**src/rtl/mips_multicycle_core.sv**
```systemverilog
`timescale 1ns/1ps
// Multi-cycle MIPS integer-subset core with one shared req/ack memory port.
// Ports: clk, rst (async active-low), mem_req/we/addr/wdata/rdata/ack, pc, halted, illegal, instret.
module mips_multicycle_core #(
   parameter int              XLEN     = 32,
   parameter logic [XLEN-1:0] RESET_PC = '0
) (
   input  logic            clk,
   input  logic            rst,
   output logic            mem_req,
   output logic            mem_we,
   output logic [XLEN-1:0] mem_addr,
   output logic [XLEN-1:0] mem_wdata,
   input  logic [XLEN-1:0] mem_rdata,
   input  logic            mem_ack,
   output logic [XLEN-1:0] pc,
   output logic            halted,
   output logic            illegal,
   output logic [31:0]     instret
);

   typedef enum logic [2:0] {
      S_IDLE, S_FETCH, S_DECODE, S_EXEC, S_MEM, S_WB, S_HALT
   } state_t;

   localparam logic [5:0] OP_R    = 6'h00;
   localparam logic [5:0] OP_J    = 6'h02;
   localparam logic [5:0] OP_BEQ  = 6'h04;
   localparam logic [5:0] OP_BNE  = 6'h05;
   localparam logic [5:0] OP_ADDI = 6'h08;
   localparam logic [5:0] OP_LW   = 6'h23;
   localparam logic [5:0] OP_SW   = 6'h2B;
   localparam logic [5:0] OP_HALT = 6'h3F;

   localparam logic [5:0] F_ADD = 6'h20;
   localparam logic [5:0] F_SUB = 6'h22;
   localparam logic [5:0] F_AND = 6'h24;
   localparam logic [5:0] F_OR  = 6'h25;
   localparam logic [5:0] F_SLT = 6'h2A;

   state_t          state;
   logic [31:0]     ir;
   logic [XLEN-1:0] a;
   logic [XLEN-1:0] b;
   logic [XLEN-1:0] alu_out;
   logic [XLEN-1:0] mdr;
   logic [XLEN-1:0] regs [32];

   logic [5:0]      op;
   logic [4:0]      rs;
   logic [4:0]      rt;
   logic [4:0]      rd;
   logic [5:0]      funct;
   logic [XLEN-1:0] imm;
   logic [XLEN-1:0] jtarget;
   logic            r_ok;
   logic            legal;
   logic            take;
   logic [XLEN-1:0] alu_res;
   logic [4:0]      wb_dst;
   logic [XLEN-1:0] wb_val;

   // shamt is not used by any supported instruction
   logic unused_shamt;
   assign unused_shamt = ^ir[10:6];

   assign op    = ir[31:26];
   assign rs    = ir[25:21];
   assign rt    = ir[20:16];
   assign rd    = ir[15:11];
   assign funct = ir[5:0];
   assign imm   = {{(XLEN-16){ir[15]}}, ir[15:0]};

   // pc already holds the address of the following instruction here
   assign jtarget = {pc[XLEN-1:28], ir[25:0], 2'b00};

   always_comb begin
      r_ok = 1'b0;
      case (funct)
         F_ADD, F_SUB, F_AND, F_OR, F_SLT: r_ok = 1'b1;
         default:                          r_ok = 1'b0;
      endcase
   end

   always_comb begin
      legal = 1'b0;
      case (op)
         OP_R:    legal = r_ok;
         OP_J, OP_BEQ, OP_BNE,
         OP_ADDI, OP_LW, OP_SW: legal = 1'b1;
         default: legal = 1'b0;
      endcase
   end

   assign take = (op == OP_BEQ) ? (a == b) : (a != b);

   always_comb begin
      alu_res = a + imm;
      if (op == OP_R) begin
         case (funct)
            F_ADD:   alu_res = a + b;
            F_SUB:   alu_res = a - b;
            F_AND:   alu_res = a & b;
            F_OR:    alu_res = a | b;
            F_SLT:   alu_res = {{(XLEN-1){1'b0}},
                                $signed(a) < $signed(b)};
            default: alu_res = '0;
         endcase
      end
   end

   assign wb_dst = (op == OP_R) ? rd : rt;
   assign wb_val = (op == OP_LW) ? mdr : alu_out;

   // Memory port is a pure function of state so reset drops it at once
   assign mem_req   = (state == S_FETCH) || (state == S_MEM);
   assign mem_we    = (state == S_MEM) && (op == OP_SW);
   assign mem_addr  = (state == S_FETCH) ? pc :
                      (state == S_MEM)   ? alu_out : '0;
   assign mem_wdata = mem_we ? b : '0;

   always_ff @(posedge clk or negedge rst) begin
      if (!rst) begin
         state   <= S_IDLE;
         pc      <= RESET_PC;
         ir      <= '0;
         a       <= '0;
         b       <= '0;
         alu_out <= '0;
         mdr     <= '0;
         instret <= '0;
         halted  <= 1'b0;
         illegal <= 1'b0;
         for (int i = 0; i < 32; i++) regs[i] <= '0;
      end else begin
         case (state)
            S_IDLE: state <= S_FETCH;
            S_FETCH: begin
               if (mem_ack) begin
                  ir    <= mem_rdata[31:0];
                  pc    <= pc + XLEN'(4);
                  state <= S_DECODE;
               end
            end
            S_DECODE: begin
               a <= (rs == 5'd0) ? '0 : regs[rs];
               b <= (rt == 5'd0) ? '0 : regs[rt];
               if (op == OP_HALT) begin
                  state  <= S_HALT;
                  halted <= 1'b1;
               end else if (!legal) begin
                  state   <= S_HALT;
                  halted  <= 1'b1;
                  illegal <= 1'b1;
               end else begin
                  state <= S_EXEC;
               end
            end
            S_EXEC: begin
               if (op == OP_BEQ || op == OP_BNE) begin
                  if (take) pc <= pc + (imm << 2);
                  instret <= instret + 32'd1;
                  state   <= S_FETCH;
               end else if (op == OP_J) begin
                  pc      <= jtarget;
                  instret <= instret + 32'd1;
                  state   <= S_FETCH;
               end else begin
                  alu_out <= alu_res;
                  state   <= (op == OP_LW || op == OP_SW) ? S_MEM : S_WB;
               end
            end
            S_MEM: begin
               if (mem_ack) begin
                  if (op == OP_SW) begin
                     instret <= instret + 32'd1;
                     state   <= S_FETCH;
                  end else begin
                     mdr   <= mem_rdata;
                     state <= S_WB;
                  end
               end
            end
            S_WB: begin
               if (wb_dst != 5'd0) regs[wb_dst] <= wb_val;
               instret <= instret + 32'd1;
               state   <= S_FETCH;
            end
            S_HALT:  state <= S_HALT;
            default: state <= S_IDLE;
         endcase
      end
   end

endmodule

```
**config.mk**
```make
export PLATFORM = sky130hd
export DESIGN_NAME = mips_multicycle_core
export DESIGN_NICKNAME = d
export VERILOG_FILES = /design/src/rtl/mips_multicycle_core.sv
export SDC_FILE = /design/constraint.sdc
export NUM_CORES = 2
export LEC_CHECK = 0
export CAP_MARGIN = 20
export CORE_MARGIN = 3
export CORE_UTILIZATION = 55
export CTS_BUF_LIST = sky130_fd_sc_hd__clkbuf_8
export DETAILED_ROUTE_END_ITERATION = 12
export PLACE_DENSITY = 0.79
export SYNTH_ARGS = -nofsm -noshare
export SYNTH_HDL_FRONTEND = slang
export SYNTH_SLANG_ARGS = --single-unit
```
**constraint.sdc**
```tcl
create_clock -name clk -period 4.1 [get_ports clk]
set_input_delay 0.82 -clock clk [delete_from_list [all_inputs] [get_ports clk]]
set_output_delay 0.82 -clock clk [all_outputs]
set_load 0.02 [all_outputs]
```
==> metrics.yaml <==
placed_design:
  placedInstanceArea_um2: 75110
  gp_congestion: 1.010
  portBuffers: 164
  dp.cells: 8216
  dp_hpwl_mm: 162.3
power_and_ir_drop:
  switching_share: 0.2318
  total_power_w: 0.02430
  p_comb_frac: 0.013
  clkPwrFrac: 0.479
  intPower_w: 0.01867
  p_leak_nw: 33.87
  p_sw_w: 0.005633
  pwr_density_cell_nw_per_um2: 305.0
  ir_worst_vdd_mv: 0.3300
  seqPwrFrac: 0.508
worst_hold_path:
  hold_path_class: "reg -> reg"
setup_path:
  worstPathMaxFanout: 21
  rrSetupSlack_ns: 0.17
  r2r_end: "alu_out[31]$_DFFE_PN0P_"
  setup.worst_path.class: "reg -> out"
  worstRegToRegCells: 14
  worst_setup_path_end_kind: "output pin"
  start_kind: "flip-flop"
  worstPathRequired_ns: 3.28
  worstPathCellList: "nand2b_4, buf_4, nor4_2, clkdlybuf4s50_1"
  startpoint: "state[2]$_DFFE_PN0P_"
  endpoint: "mem_wdata[5]"
  cp_slowest_cell: "clkdlybuf4s50_1"
  cpPeakStageDelay_ns: 0.69
  timing.rr.start: "a[8]$_DFFE_PN0P_"
  arrival_ns: 3.19
drt:
  ant_nets: 0
  viasPerCell: 6.861
  vias: 58940
  wl_mm: 242.4
  remaining_drc_errors: 0
  drt_iter0_markers: 7707
  wire_per_inst_um: 28.22
  drtPass1Iterations: 9
finish:
  multiInputGateArea_um2: 36870
  final_layout_size_suffix_gt1_frac: 0.2018
  syn2layout_area_growth_pct: 12.81
  fillers: 9710
  finish.utilization: 0.6297
  fin_cells: 8590
  seqCellArea_um2: 31350
  finish.net_count: 6987
  stdcell_area_um2: 79680
floorplanning:
  num_io_pins: 167
  fp.coreArea_um2: 126500
  initial_core_util: 0.5582
  die_w_um: 364.4
  die_h_um: 364.4
  dieArea_um2: 132800
  num_rows: 130
sta:
  skew_ns: 0.05114
  fin_crit_sh: 0.9791
  slew_headroom: 0.1583
  slew_viol_final: 0
  fin_crit_ns: 4.014
  finalHoldViolCount: 0
  setup_violations: 0
  timing.hold.ws_ns: 0.4001
  tightest_slew_ns: 1.263
  rsz0062_at_grt: "true"
  timing.fmax_ghz: 0.2491
logic_synthesis:
  synth_edf_count: 0
  ys_types: 79
  yosys_warnings: 0
  post_synth.cell_area_avg_um2: 10.47
  ys_ff_latch: 1251
  synth_seq_area_share: 0.4432
  async_flop_share: 1.000
  syn_inst: 6747
  synth_flop_cell: "dfrtp_1"
  netlist_area_um2: 70630
clocking:
  cts_buffers: 203
  cts.clk_slew.worst_paths_ns: 0.06
  cts_tree: "yes"
  ctsHtreeMaxLevel: 4
  cts.sinks: 1251
  cts-root-buf: "clkbuf_8"
  clkLatencyLatePin_ns: 0.96
  clockBufferDepth: 3
status:
  outcome: "complete, no violations"
flow_run:
  drv_cap: 0
grt:
  grt_pass1_wl_mm: 362.6
  grt_pass1_vias: 58910
  antenna_found_initial: 6
  overflow: 0
  grt_max_degree: 141
  grt.total_usage: 0.3651
==> logic make-up (layout without fill, tap and decap cells) <==
logic type / count (synthesis) / after routing / synth area share
xor gates and xnor gates: 111 / 111 / 0.01376
and+or+nand+nor: 1751 / 1751 / 0.1054
other: 1 / 5 / 0.00005309
buffers and inverters: 751 / 940 / 0.04163
AOI/OAI and AO/OA: 1871 / 1871 / 0.1529
adders and majority gates: 177 / 177 / 0.03178
muxes: 834 / 834 / 0.2113
DFF: 1251 / 1251 / 0.4432
==> metal layers <==
layer | vias up | global-route usage | share of wire
met1 | 29290 | 0.4787 | 0.37
met2 | 4015 | 0.5553 | 0.45
met4 | 2 | 0.1977 | 0.058
met3 | 910 | 0.1022 | 0.12
met5 | - | 0 | 0.000054
li1 | 24720 | - | -
==> placed cells by master, fill, tap and decap left out, types with 76 or more instances in the layout <==
| master | count |
|---|---|
| nand2_1 | 662 |
| buf_4 | 236 |
| inv_1 | 178 |
| o22ai_1 | 102 |
| mux4_2 | 510 |
| o21ai_0 | 627 |
| dfrtp_1 | 1236 |
| mux2_2 | 154 |
| ha_1 | 173 |
| xnor2_1 | 76 |
| nor2_1 | 675 |
| mux2i_1 | 138 |
| clkdlybuf4s50_1 | 148 |
| clkbuf_8 | 256 |
| a21oi_1 | 714 |
==> cell usage after synthesis, types with 53 or more instances <==
master    instances  area share
nand2_1         679       0.036
nand3_1          68      0.0048
nor2b_1          53      0.0047
inv_1           115      0.0061
a21oi_1         714       0.051
o21ai_0         627       0.044
buf_2            78      0.0055
mux4_2          510        0.16
ha_1            173       0.031
o22ai_1         102      0.0090
nor2_1          694       0.037
xnor2_1          76      0.0094
dfrtp_1        1251        0.44
mux2_2          154       0.025
mux2i_1         170       0.024
clkbuf_1        507       0.027
==> power groups by stage <==
stage / sequential [W] / combinational [W] / clock, W
floorplan: 0.0126 / 0.00000385 / 0
global placement: 0.0126 / 0.000324 / 0
detailed placement: 0.0126 / 0.000330 / 0
CTS: 0.0123 / 0.000332 / 0.0117
global route: 0.0123 / 0.000364 / 0.0123
finish: 0.0123 / 0.000319 / 0.0116
==> flip-flops by register name, indices dropped and copies added (netlist names) <==
register,cells
a,32
illegal,1
ir,32
b,32
state,3
alu_out,32
mdr,32
instret,32
regs,1024
halted,1
pc,30
==> through the flow <==
step	TNS, ns	setup slack [ns]
after floorplan	0	0.8478
after global placement	0	0.2531
after detailed placement	0	0.1587
after CTS	-0.003460	-0.003460
after global routing	-0.0004192	-0.0004192
final	0	0.08572
==> area by class of cell <==
| class | instances | area share |
|---|---|---|
| multi-input combinational | 4746 | 0.4628 |
| sequential | 1251 | 0.3934 |
| timing repair buffer | 457 | 0.05780 |
| clock buffer | 256 | 0.04422 |
| tap | 1650 | 0.02591 |
| clock inverter | 111 | 0.01033 |
| inverter | 116 | 0.005464 |
| antenna | 3 | 0.00009422 |
==> worst max-delay path: cells and delay by family (launching register included) <==
family | cells | cell delay (ns)
simple gates | 2 | 0.71
buf+inv | 2 | 1.03
flops | 1 | 0.49
==> how the worst min path moves through the flow <==
stage               depth (start not counted)              startpoint                     end
floorplan                                   1  regs[1000]$_DFFE_PN0P_  regs[1000]$_DFFE_PN0P_
CTS                                         2                     rst   regs[973]$_DFFE_PN0P_
global route                                2                     rst   regs[973]$_DFFE_PN0P_
finish                                      0  regs[1022]$_DFFE_PN0P_  regs[1022]$_DFFE_PN0P_
detailed placement                          0  regs[1016]$_DFFE_PN0P_  regs[1016]$_DFFE_PN0P_
global placement                            0  regs[1021]$_DFFE_PN0P_  regs[1021]$_DFFE_PN0P_
==> repair_timing <==
action / CTS / global route
setup endpoints to repair: 66 / 38
hold endpoints to repair: 41 / 0
setup buffers: 3 / 0
hold buffers: 1 / 0
resized for setup: 16 / 27
Note: power is estimated with default switching activity, not from simulation.
